===== src/rtl/axis_pipeline.sv =====
// DEPTH-stage elastic AXI-Stream register pipeline; every stage is a full-throughput skid buffer.
// Optional tuser sideband is carried when AXIS_PIPELINE_USER_EN is defined.
module axis_pipeline #(
  parameter int DEPTH      = 2,
  parameter int DATA_WIDTH = 8,
  parameter int KEEP_WIDTH = DATA_WIDTH / 8,
  parameter int USER_WIDTH = 1
) (
  input  logic                  clk,
  input  logic                  rst,
  input  logic [DATA_WIDTH-1:0] s_axis_tdata,
  input  logic [KEEP_WIDTH-1:0] s_axis_tkeep,
  input  logic                  s_axis_tvalid,
  output logic                  s_axis_tready,
  input  logic                  s_axis_tlast,
`ifdef AXIS_PIPELINE_USER_EN
  input  logic [USER_WIDTH-1:0] s_axis_tuser,
`endif
  output logic [DATA_WIDTH-1:0] m_axis_tdata,
  output logic [KEEP_WIDTH-1:0] m_axis_tkeep,
  output logic                  m_axis_tvalid,
  output logic                  m_axis_tlast,
`ifdef AXIS_PIPELINE_USER_EN
  output logic [USER_WIDTH-1:0] m_axis_tuser,
`endif
  input  logic                  m_axis_tready
);

`ifdef AXIS_PIPELINE_USER_EN
  localparam int UW = USER_WIDTH;
`else
  localparam int UW = 0;
`endif
  localparam int PW = DATA_WIDTH + KEEP_WIDTH + 1 + UW;

  if (DEPTH < 1) begin : g_depth_chk
    $fatal(1, "axis_pipeline: DEPTH must be at least 1");
  end
  if (DATA_WIDTH % 8 != 0) begin : g_width_chk
    $error("axis_pipeline: DATA_WIDTH must be a multiple of 8");
  end
  if (USER_WIDTH < 1) begin : g_user_chk
    $error("axis_pipeline: USER_WIDTH must be at least 1");
  end

  // Link k sits between stage k-1 and stage k; link 0 is s_axis, link DEPTH is m_axis.
  logic          valid_chain [DEPTH+1];
  logic          ready_chain [DEPTH+1];
  logic [PW-1:0] pay_chain   [DEPTH+1];

  assign valid_chain[0]     = s_axis_tvalid;
  assign ready_chain[DEPTH] = m_axis_tready;
  assign s_axis_tready      = ready_chain[0];
  assign m_axis_tvalid      = valid_chain[DEPTH];

`ifdef AXIS_PIPELINE_USER_EN
  assign pay_chain[0] = {s_axis_tdata, s_axis_tkeep, s_axis_tlast, s_axis_tuser};
  assign {m_axis_tdata, m_axis_tkeep, m_axis_tlast, m_axis_tuser} = pay_chain[DEPTH];
`else
  assign pay_chain[0] = {s_axis_tdata, s_axis_tkeep, s_axis_tlast};
  assign {m_axis_tdata, m_axis_tkeep, m_axis_tlast} = pay_chain[DEPTH];
`endif

  for (genvar k = 0; k < DEPTH; k++) begin : g_stage
    logic          out_valid;
    logic          skid_valid;
    logic          skid_valid_next;
    logic          ready_reg;
    logic [PW-1:0] out_payload;
    logic [PW-1:0] skid_payload;
    logic          in_xfer;
    logic          out_xfer;

    assign in_xfer  = valid_chain[k] && ready_reg;
    assign out_xfer = out_valid && ready_chain[k+1];

    always_comb begin
      skid_valid_next = skid_valid;
      if (!out_valid || out_xfer) begin
        skid_valid_next = skid_valid && in_xfer;
      end else if (in_xfer) begin
        skid_valid_next = 1'b1;
      end
    end

    always_ff @(posedge clk) begin
      if (rst) begin
        out_valid    <= 1'b0;
        skid_valid   <= 1'b0;
        ready_reg    <= 1'b0;
        out_payload  <= '0;
        skid_payload <= '0;
      end else begin
        skid_valid <= skid_valid_next;
        // Ready is registered from the next skid state, so upstream never sees downstream ready combinationally.
        ready_reg  <= !skid_valid_next;
        if (!out_valid || out_xfer) begin
          if (skid_valid) begin
            out_valid   <= 1'b1;
            out_payload <= skid_payload;
            if (in_xfer) begin
              skid_payload <= pay_chain[k];
            end
          end else begin
            out_valid <= in_xfer;
            if (in_xfer) begin
              out_payload <= pay_chain[k];
            end
          end
        end else if (in_xfer) begin
          skid_payload <= pay_chain[k];
        end
      end
    end

    assign valid_chain[k+1] = out_valid;
    assign pay_chain[k+1]   = out_payload;
    assign ready_chain[k]   = ready_reg;
  end

endmodule

===== config.mk =====
export PLATFORM = sky130hd
export DESIGN_NAME = axis_pipeline
export DESIGN_NICKNAME = d
export VERILOG_FILES = /design/src/rtl/axis_pipeline.sv
export SDC_FILE = /design/constraint.sdc
export NUM_CORES = 1
export LEC_CHECK = 0
export CORE_MARGIN = 1
export CORE_UTILIZATION = 50
export DETAILED_ROUTE_END_ITERATION = 8
export PLACE_DENSITY = 0.73
export SYNTH_ARGS = -nofsm -noshare
export SYNTH_HDL_FRONTEND = slang
export SYNTH_SLANG_ARGS = --single-unit

===== constraint.sdc =====
create_clock -name clk -period 1.4 [get_ports clk]
set_clock_uncertainty 0.1 [all_clocks]
set_input_delay 0.28 -clock clk [delete_from_list [all_inputs] [get_ports clk]]
set_output_delay 0.28 -clock clk [all_outputs]
set_load 0.1 [all_outputs]

# Word-level counts from Yosys, hierarchy flattened
# Cells that the tools add are included.
# totals
in_bits	14
rom_bits	0
mem_count	0
ram_bits	0
latchBits	0
regBits	46
output_inout_bits	12
# op_classes
n_div	0
multipliers	0
eq_ne	2
n_reduce_logical	15
mux	16
shift	0
bitwise_logic	0
add_sub_neg	0
magnitude_cmp	0
# op_table
cell	count
$mux W10	10
$mux W1	6
$logic_and A1 B1 Y1	5
$logic_not A1 Y1	4
$ne A2 B2 Y1 const B	2
$reduce_and A2 Y1	2
$reduce_bool A2 Y1	2
$logic_or A1 B1 Y1	2

# Longest topological paths before layout
# Gate-level depths: netlist of run 1.
# logic_depth
word_depth	4
mapped_depth	5
ltp_nobuf	3

# Worst setup path before layout of run 1
# OpenSTA, ideal clock, no wires.
# synth_timing
path_type	register to register
start	register g_stage[0].ready_reg (netlist: s_axis_tready)
end	register g_stage[0].out_payload[0]
path_stages_with_launch	5
n_path_buf	1
synth_period_minus_slack_ps	1839
arrival_ps	1668
required_time_ps	1229
setup_ps	71
setup_slack_ps	-439
cell_sequence	dfxtp_1 -> a21oi_2 -> buf_2 -> nor4_1 -> o21bai_1
# synth_via
elab_chain_len	3
# synth_rtl
item	line_no	text
from (decl)	68	logic ready_reg;
from (signal assigned)	96	ready_reg <= !skid_valid_next;
$logic_and A1 B1 Y1	74	assign in_xfer = valid_chain[k] && ready_reg;
$reduce_bool A2 Y1 (no line)	--	
$reduce_and A2 Y1 (no line)	--	
to (signal assigned)	100	out_payload <= skid_payload;
to (signal assigned)	107	out_payload <= pay_chain[k];
to (decl)	69	logic [PW-1:0] out_payload;
# Every way passes these cells.
# A chain may end at the register's enable or synchronous reset.

# Worst setup path in the final report of run 1
# layout_timing
start	register g_stage[0].skid_valid
end	register g_stage[0].skid_payload[8]
# layout_via
elab_chain_len	1
# layout_rtl
item	line_no	text
from (decl)	66	logic skid_valid;
from (signal assigned)	94	skid_valid <= skid_valid_next;
$ne A2 B2 Y1 (no line)	--	
to (signal assigned)	102	skid_payload <= pay_chain[k];
to (signal assigned)	111	skid_payload <= pay_chain[k];
to (decl)	70	logic [PW-1:0] skid_payload;
# Every way passes these cells.

==> results of run 1 <==
## layout make-up
class                   count  area share [%]
well taps                  50            2.27
repair buffers             40            19.7
inverters                   2           0.272
multi-input cells         142            40.2
flip-flops and latches     46            33.8
clock buffers               8            3.67
## cell families (layout without fill, tap and decap cells)
| group | Yosys count | after routing |
|---|---|---|
| AO/OA/AOI/OAI | 42 | 42 |
| buffers and inverters | 18 | 50 |
| flip-flops | 46 | 46 |
| multiplexers | 40 | 40 |
| AND/OR/NAND/NOR | 60 | 60 |
## stage by stage
| stage | setup TNS [ps] | hold WS (ps) | std cells |
|---|---|---|---|
| floorplan | 0 | 335 | 206 |
| global placement | -9280 | 356 | 277 |
| detailed placement | -10930 | 368 | 277 |
| CTS | -43.0 | 380 | 285 |
| global route | 0 | 400 | 288 |
| finish | 0 | 376 | 288 |
## worst min-delay path by stage
stage          slack (ps)                    endpoint                       start  depth (start not counted)
5_1_grt               400  g_stage[0].skid_payload[2]  g_stage[0].skid_payload[2]                          2
3_5_place_dp          370  g_stage[1].skid_payload[2]  g_stage[1].skid_payload[2]                          2
6_report              380  g_stage[0].skid_payload[3]  g_stage[0].skid_payload[3]                          2
3_3_place_gp          360  g_stage[0].skid_payload[8]  g_stage[0].skid_payload[8]                          2
4_1_cts               380  g_stage[1].skid_payload[0]  g_stage[1].skid_payload[0]                          2
2_1_floorplan         340  g_stage[0].skid_payload[8]             s_axis_tdata[6]                          2
## worst min-delay path: stages, from the launching register on
cell and delay (ps):
dfxtp_1 320, nand2b_1 60, mux2i_1 50
## layer usage
layer / vias to the layer above / global-route usage, %
met1: 709 / 21.9
met3: 7 / 5.82
met2: 28 / 34.6
met5: - / 0
met4: 0 / 5.59
li1: 790 / -
## what timing repair did
item | CTS | global route
setup buffers | 0 | 2
hold endpoints to repair | 0 | 0
pin swaps | 0 | 1
endpoints found under the setup margin | 10 | 31
resized for setup | 2 | 9
gates cloned | 0 | 1
## layout by cell type (no fill, tap or decap), drive strengths merged
cell type	n
a211oi	10
nand2b	42
nor2	2
clkdlybuf4s50	12
inv	2
nor3	2
a31oi	4
mux2i	40
dlymetal6s2s	1
a21oi	14
a21o	2
nor4	10
clkbuf	9
nor2b	2
nand2	2
buf	26
dfxtp	46
o21bai	10
o21ba	2
## power groups by stage
| stage | Combinational, µW | Sequential, µW | Clock, µW |
|---|---|---|---|
| after global placement | 415 | 1410 | 0 |
| after floorplan | 151 | 1520 | 0 |
| after detailed placement | 424 | 1410 | 0 |
| final | 434 | 1380 | 887 |
| after CTS | 426 | 1380 | 904 |
| after global routing | 464 | 1390 | 960 |
==> flow_summary.json, run 1 <==
{
  "status": "finished, final reports clean",
  "p_seq_share_pct": 51.2,
  "dr.max_layer_used": "met4",
  "synthToLayoutAreaGrowth_pct": 30.6,
  "synth_top_cell_by_area": "dfxtp_1",
  "die_y_um": 67.0,
  "p_leak_uw": 0.000965,
  "io_pins": 26,
  "p_total_uw": 2710,
  "routedWlPerCell_um": 13.4,
  "powerDensity_mw_per_mm2": 981,
  "wl_met3_um": 144,
  "synthCells": 206,
  "dr.pass1.iters": 4,
  "setup_viol": 0,
  "cts_htree_levels": 2,
  "async_reset_ff_share_pct": 0,
  "p_comb_share_pct": 16.1,
  "r2r-end": "g_stage[0].skid_payload[8]",
  "grt_max_degree": 39,
  "synth_mux_area_share_pct": 18.9,
  "clockRootBuffer": "clkbuf_8",
  "numCtsBuffers": 5,
  "rows": 23,
  "slew_viol_final": 0,
  "synthAdderAreaFrac_pct": 0,
  "worstSetupPathType": "reg -> reg",
  "seq_area_frac_synth_pct": 43.6,
  "synthSimpleGateAreaFrac_pct": 17.9,
  "clock.fmax_mhz": 742,
  "min_path_type": "reg -> reg",
  "hold_viol_final": 0,
  "worstPathArrival_ps": 1470,
  "cts_tree": "yes",
  "ir_worst_vdd_uv": 922,
  "syn-num-nets": 220,
  "post-place-ws_ps": -332,
  "period_share_pct": 96.3,
  "vias": 1534,
  "largestRegisters": "g_stage.out_payload (20), g_stage.skid_payload (20), g_stage.skid_valid (2)",
  "yosys.cell_types.count": 24,
  "ys.flop_type": "dfxtp_1",
  "start_util_pct": 52.5,
  "switching_power_uw": 699,
  "seq_area_um2": 933,
  "clkSinkCount": 46,
  "multi_input_area_mm2": 0.00111,
  "ctsHoldBuffers": 0,
  "netlist_area_mm2": 0.00211,
  "first_iter_violations": 86,
  "drv_cap": 0,
  "grtUsageTotal_pct": 19.4,
  "met1_length_mm": 1.66,
  "synth_edf_count": 0,
  "power.internal_uw": 2010,
  "placed_area_mm2": 0.00257,
  "yosysMostFrequentCell": "dfxtp_1",
  "fin_crit_ps": 1350,
  "critPathLaunch": "g_stage[0].skid_valid",
  "synth-seq-cells": 46,
  "fin_ws_ps": 51.5,
  "die-width_um": 67.0,
  "critPathRequiredTime_ps": 1520,
  "synth.area.top_cells": "dfxtp_1, mux2i_1, nand2b_1, o21bai_1, nor4_1",
  "path_cells": "inv_1, a21oi_4, clkbuf_16, mux2i_1",
  "reg2reg_depth": 4,
  "crit_slowest_cell": "dfxtp_1",
  "timing.rr.start": "g_stage[0].skid_valid",
  "synth_top_family_by_area": "multiplexers",
  "finish.instance_area_mm2": 0.00276,
  "path_buf_inv": 2,
  "endpoint_kind": "flop",
  "core_mm2": 0.00403,
  "clk_pin_slew_ps": 80,
  "die-area_mm2": 0.00449,
  "syn_area_per_cell_um2": 10.3,
  "worst-slew-pin-transition_ps": 336,
  "synth-xor-area-share_pct": 0,
  "synth_top_cell_area_share_pct": 43.6,
  "cp_slowest_stage_delay_ps": 440,
  "portBuffers": 25,
  "drc_errors": 0,
  "wl_mm": 3.86,
  "yosysWarningCount": 0,
  "netSwitchingFraction_pct": 25.8,
  "finalNetCount": 251,
  "vias_per_cell": 5.33,
  "critPathTopFamily": "flip-flops",
  "final_util_pct": 68.5,
  "place_congestion": 0.723,
  "reg2reg_slack_ps": 50,
  "slew_headroom_pct": 77.5,
  "diodes": 0,
  "critical_path_depth": 4,
  "grt_pass1_vias": 1469,
  "final_layout_size_suffix_gt1_share_pct": 22.3,
  "critPathCapture": "g_stage[0].skid_payload[8]",
  "grt_pass1_wl_mm": 6.49,
  "met2_length_mm": 2.01,
  "grt_overflow_total": 0,
  "cp-start-kind": "flop",
  "post-dp-hpwl_mm": 2.79,
  "p_clk_share_pct": 32.8,
  "cts_max_path_buffers": 2,
  "fillers": 306,
  "cp_max_fo": 5,
  "synth_compound_area_share_pct": 14.1,
  "antenna_found_initial": 0,
  "clkLatencyLatePin_ps": 290,
  "rsz0062_at_grt": "false",
  "yosys-top-cells-count": "dfxtp_1, nand2b_1, mux2i_1, a21oi_1",
  "ant_nets": 0
}
No activity file was read; power rests on OpenSTA's default activity.
==> inputs of run 2 (changes only) <==
SETUP_SLACK_MARGIN = 0.02   (was not set)
clock period = 1.3 ns   (was 1.4 ns; I/O delays follow)
==> run 2 against run 1 <==
Net effect:
- total power up 13%
- largest power group unchanged
- largest cell class unchanged
- critical endpoint is now g_stage[0].skid_payload[5]
- design area up 7.7%
- via count up 4.0%
- hold slack better by 0.71 ps
- combinational power up 22%
- cell count up 1.7%
- sequential cell count unchanged
==> flow_summary.json, run 2 (synthesized netlist as in run 1, its figures left out) <==
{
  "vias_per_cell": 5.44,
  "cp-start-kind": "flop",
  "drc_errors": 0,
  "cts_tree": "yes",
  "switching_power_uw": 778,
  "grt_max_degree": 28,
  "p_seq_share_pct": 48.9,
  "clk_pin_slew_ps": 80,
  "rows": 23,
  "slew_headroom_pct": 83.6,
  "grt_pass1_vias": 1511,
  "worst-slew-pin-transition_ps": 239,
  "endpoint_kind": "flop",
  "fillers": 278,
  "clockRootBuffer": "clkbuf_8",
  "start_util_pct": 52.5,
  "status": "finished, final reports clean",
  "io_pins": 26,
  "clkLatencyLatePin_ps": 300,
  "die-area_mm2": 0.00449,
  "diodes": 0,
  "portBuffers": 25,
  "final_common_cell": "nand2b_1",
  "setup_viol": 0,
  "netSwitchingFraction_pct": 25.5,
  "timing.rr.start": "g_stage[1].ready_reg",
  "first_iter_violations": 63,
  "grt_pass1_wl_mm": 6.64,
  "rsz0062_at_grt": "true",
  "worstHoldStart": "g_stage[0].skid_payload[2]",
  "clkSinkCount": 46,
  "p_comb_share_pct": 17.3,
  "die_y_um": 67.0,
  "period_share_pct": 98.2,
  "dr.pass1.iters": 4,
  "cp_max_fo": 5,
  "grtUsageTotal_pct": 19.9,
  "cts_htree_levels": 2,
  "antenna_found_initial": 0,
  "critPathLaunch": "g_stage[1].ready_reg",
  "hold_viol_final": 0,
  "wl_mm": 4.22,
  "clock.fmax_mhz": 783,
  "synthToLayoutAreaGrowth_pct": 40.6,
  "ctsHoldBuffers": 0,
  "grt_overflow_total": 0,
  "final_cell_mix": "nand2b_1, mux2i_1, dfxtp_1",
  "drv_cap": 0,
  "powerDensity_mw_per_mm2": 1030,
  "vias": 1595,
  "cts_max_path_buffers": 2,
  "finalSetupTns_ps": 0,
  "p_leak_uw": 0.00102,
  "power.internal_uw": 2270,
  "fin_crit_ps": 1280,
  "place_congestion": 0.741,
  "routedWlPerCell_um": 14.4,
  "min_path_type": "reg -> reg",
  "die-width_um": 67.0,
  "worstPathArrival_ps": 1400,
  "post-dp-hpwl_mm": 2.90,
  "instances_no_fill": 293,
  "finalNetCount": 256,
  "dp_cells": 277,
  "ant_nets": 0,
  "numCtsBuffers": 5,
  "worstSetupPathType": "reg -> reg",
  "final_layout_size_suffix_gt1_share_pct": 32.9,
  "timing.hold.ws_ps": 377,
  "p_clk_share_pct": 33.8,
  "ir_worst_vdd_uv": 775,
  "largestRegisters": "g_stage.out_payload (20), g_stage.skid_payload (20), g_stage.skid_valid (2)",
  "critPathRequiredTime_ps": 1420,
  "core_mm2": 0.00403,
  "slew_viol_final": 0
}
-- run 2: layout make-up --
class	instances	area [µm²]	share of cell area [%]
Inverter	2	7.51	0.253
Tap cell	50	62.6	2.11
Sequential cell	46	951	32.0
Multi-Input combinational cell	143	1210	40.6
Timing Repair Buffer	44	637	21.4
Clock inverter	1	30.0	1.01
Clock buffer	7	76.3	2.57
-- run 2: worst max-delay path: stages, from the launching register on --
cell and delay, ps:
dfxtp_4 360, nand2b_4 150, a21oi_4 230, buf_12 150, mux2i_2 200
-- run 2: final timing paths --
path         slack [ps]  depth (start not counted)                    endpoint
max                  20                          4  g_stage[0].skid_payload[5]
min                 380                          2  g_stage[0].skid_payload[2]
max reg2reg          20                          4  g_stage[0].skid_payload[5]
min reg2reg         380                          2  g_stage[0].skid_payload[2]
-- run 2: power by group through the flow --
stage	combinational, µW	clock, µW	sequential (µW)
5_1_grt	557	1120	1500
3_5_place_dp	471	0	1530
3_3_place_gp	462	0	1520
6_report	529	1030	1490
2_1_floorplan	168	0	1640
4_1_cts	494	1060	1490
-- run 2: per-stage QoR --
stage / setup slack [ps] / utilization (%) / instance area, µm² / total power, µW
after floorplan: 26.6 / - / 2160 / 1810
after global placement: -321 / 65.5 / 2640 / 1980
after detailed placement: -391 / 65.5 / 2640 / 2000
after CTS: 18.8 / 70.0 / 2820 / 3050
after global routing: -43.3 / 73.8 / 2970 / 3170
final: 23.3 / 73.8 / 2970 / 3050
-- run 2: per-layer routing --
metal	part of all wire, %	GRT usage [%]	vias up
met5	0	0	-
met4	1.7	9.57	0
met3	3.2	4.11	8
met2	53	34.6	37
met1	42	22.8	744
li1	-	-	806
-- run 2: what timing repair did --
item	CTS	global route
setup buffers	3	3
endpoints found under the hold margin	0	0
pin swaps	2	1
gates resized for setup	10	20
setup endpoints to repair	39	28
gates cloned	1	1
==> inputs of run 3 (changes only) <==
CORE_UTILIZATION = 54   (was 50)
PLACE_DENSITY = 0.78   (was 0.73)
SKIP_LAST_GASP = 1   (was not set)
==> run 3 against run 2 <==
Net effect:
- the run now ends with negative setup slack left
- setup slack lost 53 ps
- register-to-register slack lost 50 ps
- count of clock-buffer cells in the layout is the same
- routed wire length grew 0.43%
- cell count shrank 4.1%
- largest power group unchanged
- critical path type unchanged
- critical path depth is the same
- sequential share of layout area grew 1.6 points
- total power shrank 0.17%
- sequential power is essentially flat
- die area shrank 7.2%
- hold slack gained 2.7 ps
==> flow_summary.json, run 3 (synthesized netlist as in run 1, its figures left out) <==
{
  "status": "finished with violations",
  "failed_checks": "negative setup slack",
  "fin_ws_ps": -30.0,
  "post-place-ws_ps": -377,
  "endpoint_kind": "flop",
  "die-width_um": 64.6,
  "post-dp-hpwl_mm": 3.03,
  "clock.fmax_mhz": 752,
  "finish.instance_area_mm2": 0.00282,
  "dp_cells": 272,
  "setup_viol": 3,
  "antenna_found_initial": 0,
  "hold_viol_final": 0,
  "grtUsageTotal_pct": 21.3,
  "p_seq_share_pct": 49.1,
  "portBuffers": 25,
  "period_share_pct": 102,
  "min_path_type": "reg -> reg",
  "routedWlPerCell_um": 15.1,
  "drv_cap": 0,
  "cp-start-kind": "flop",
  "dr.pass1.iters": 4,
  "timing.hold.ws_ps": 380,
  "grt_pass1_wl_mm": 6.94,
  "die-area_mm2": 0.00417,
  "instances_no_fill": 281,
  "numCtsBuffers": 5,
  "grt_pass1_vias": 1542,
  "grt_max_degree": 24,
  "placed_area_mm2": 0.00260,
  "worstPathArrival_ps": 1430,
  "vias": 1531,
  "netSwitchingFraction_pct": 24.8,
  "slew_viol_final": 0,
  "fillers": 244,
  "p_total_uw": 3050,
  "io_pins": 26,
  "wl_mm": 4.24,
  "core_mm2": 0.00372,
  "rsz0062_at_grt": "true",
  "vias_per_cell": 5.45,
  "drc_errors": 0,
  "cts_tree": "yes",
  "first_iter_violations": 80,
  "cts_max_path_buffers": 2,
  "rows": 22,
  "clockRootBuffer": "clkbuf_8",
  "ir_worst_vdd_uv": 801,
  "p_leak_uw": 0.000965,
  "worst-slew-pin-transition_ps": 367,
  "fin_crit_ps": 1330,
  "p_comb_share_pct": 15.8,
  "synthToLayoutAreaGrowth_pct": 33.6,
  "switching_power_uw": 754,
  "slew_headroom_pct": 75.5,
  "die_y_um": 64.6,
  "cts_htree_levels": 2,
  "final_layout_size_suffix_gt1_share_pct": 29.6,
  "clk_pin_slew_ps": 80,
  "place_congestion": 0.741,
  "post-cts-setup-buffers": 0,
  "cp_max_fo": 6,
  "finalNetCount": 246,
  "ant_nets": 0,
  "clkLatencyLatePin_ps": 290,
  "clkSinkCount": 46,
  "diodes": 0,
  "final_cell_mix": "nand2b_1, mux2i_1, dfxtp_1",
  "grt_overflow_total": 0,
  "largestRegisters": "g_stage.out_payload (20), g_stage.skid_payload (20), g_stage.skid_valid (2)",
  "critPathRequiredTime_ps": 1400,
  "p_clk_share_pct": 35.1,
  "powerDensity_mw_per_mm2": 1080,
  "power.internal_uw": 2290,
  "start_util_pct": 56.9,
  "worstSetupPathType": "reg -> reg"
}
## run 3: cell count changes in the layout (fill, tap and decap cells not counted), sizes merged
cell | before | now
buf | 30 | 21
nor2 | 3 | 2
## run 3: layer usage
metal  vias to the layer above  GRT usage (%)  part of all wire, %
met1                       711           23.6                   42
met3                         6           4.40                  3.1
met5                         -              0                    0
li1                        779              -                    -
met4                         0           5.83                  1.3
met2                        35           40.4                   54
## run 3: stage by stage
step | setup TNS, ps | utilization, %
3_5_place_dp | -13440 | 70.0
5_1_grt | -1030 | 76.0
4_1_cts | -12.1 | 73.5
3_3_place_gp | -11490 | 70.0
2_1_floorplan | 0 | -
6_report | -44.6 | 76.0
## run 3: layout make-up
class	count	area, µm²	share of cell area, %
inverter	2	7.51	0.266
clock buffer	7	86.3	3.06
multi-input combinational	142	1160	41.2
sequential	46	948	33.6
tap	48	60.1	2.13
timing repair buffer	35	528	18.7
clock inverter	1	30.0	1.06
## run 3: power groups by stage
| stage | Combinational [µW] | Clock, µW | Sequential (µW) |
|---|---|---|---|
| final | 481 | 1070 | 1500 |
| after global routing | 510 | 1160 | 1500 |
| after CTS | 463 | 1090 | 1490 |
| after detailed placement | 460 | 0 | 1530 |
| after global placement | 448 | 0 | 1520 |
| after floorplan | 168 | 0 | 1640 |
## run 3: final timing paths
path,from,to,slack (ps),cells past startpoint
setup reg to reg,g_stage[1].ready_reg,g_stage[0].skid_payload[9],-30,4
hold / removal,g_stage[0].skid_payload[2],g_stage[0].skid_payload[2],380,2
setup / recovery,g_stage[1].ready_reg,g_stage[0].skid_payload[9],-30,4
hold reg to reg,g_stage[0].skid_payload[2],g_stage[0].skid_payload[2],380,2
## run 3: critical path, cell delays in order, from the launching register on
cell      delay, ps
dfxtp_4         390
nand2b_4        160
a21oi_4         220
buf_12          150
mux2i_1         220
## run 3: what timing repair did
item                                    in CTS  in global routing
hold buffers                                 0                  0
gates cloned                                 0                  1
pin swaps                                    1                  2
gates resized for setup                      8                 14
endpoints found under the setup margin      39                 34
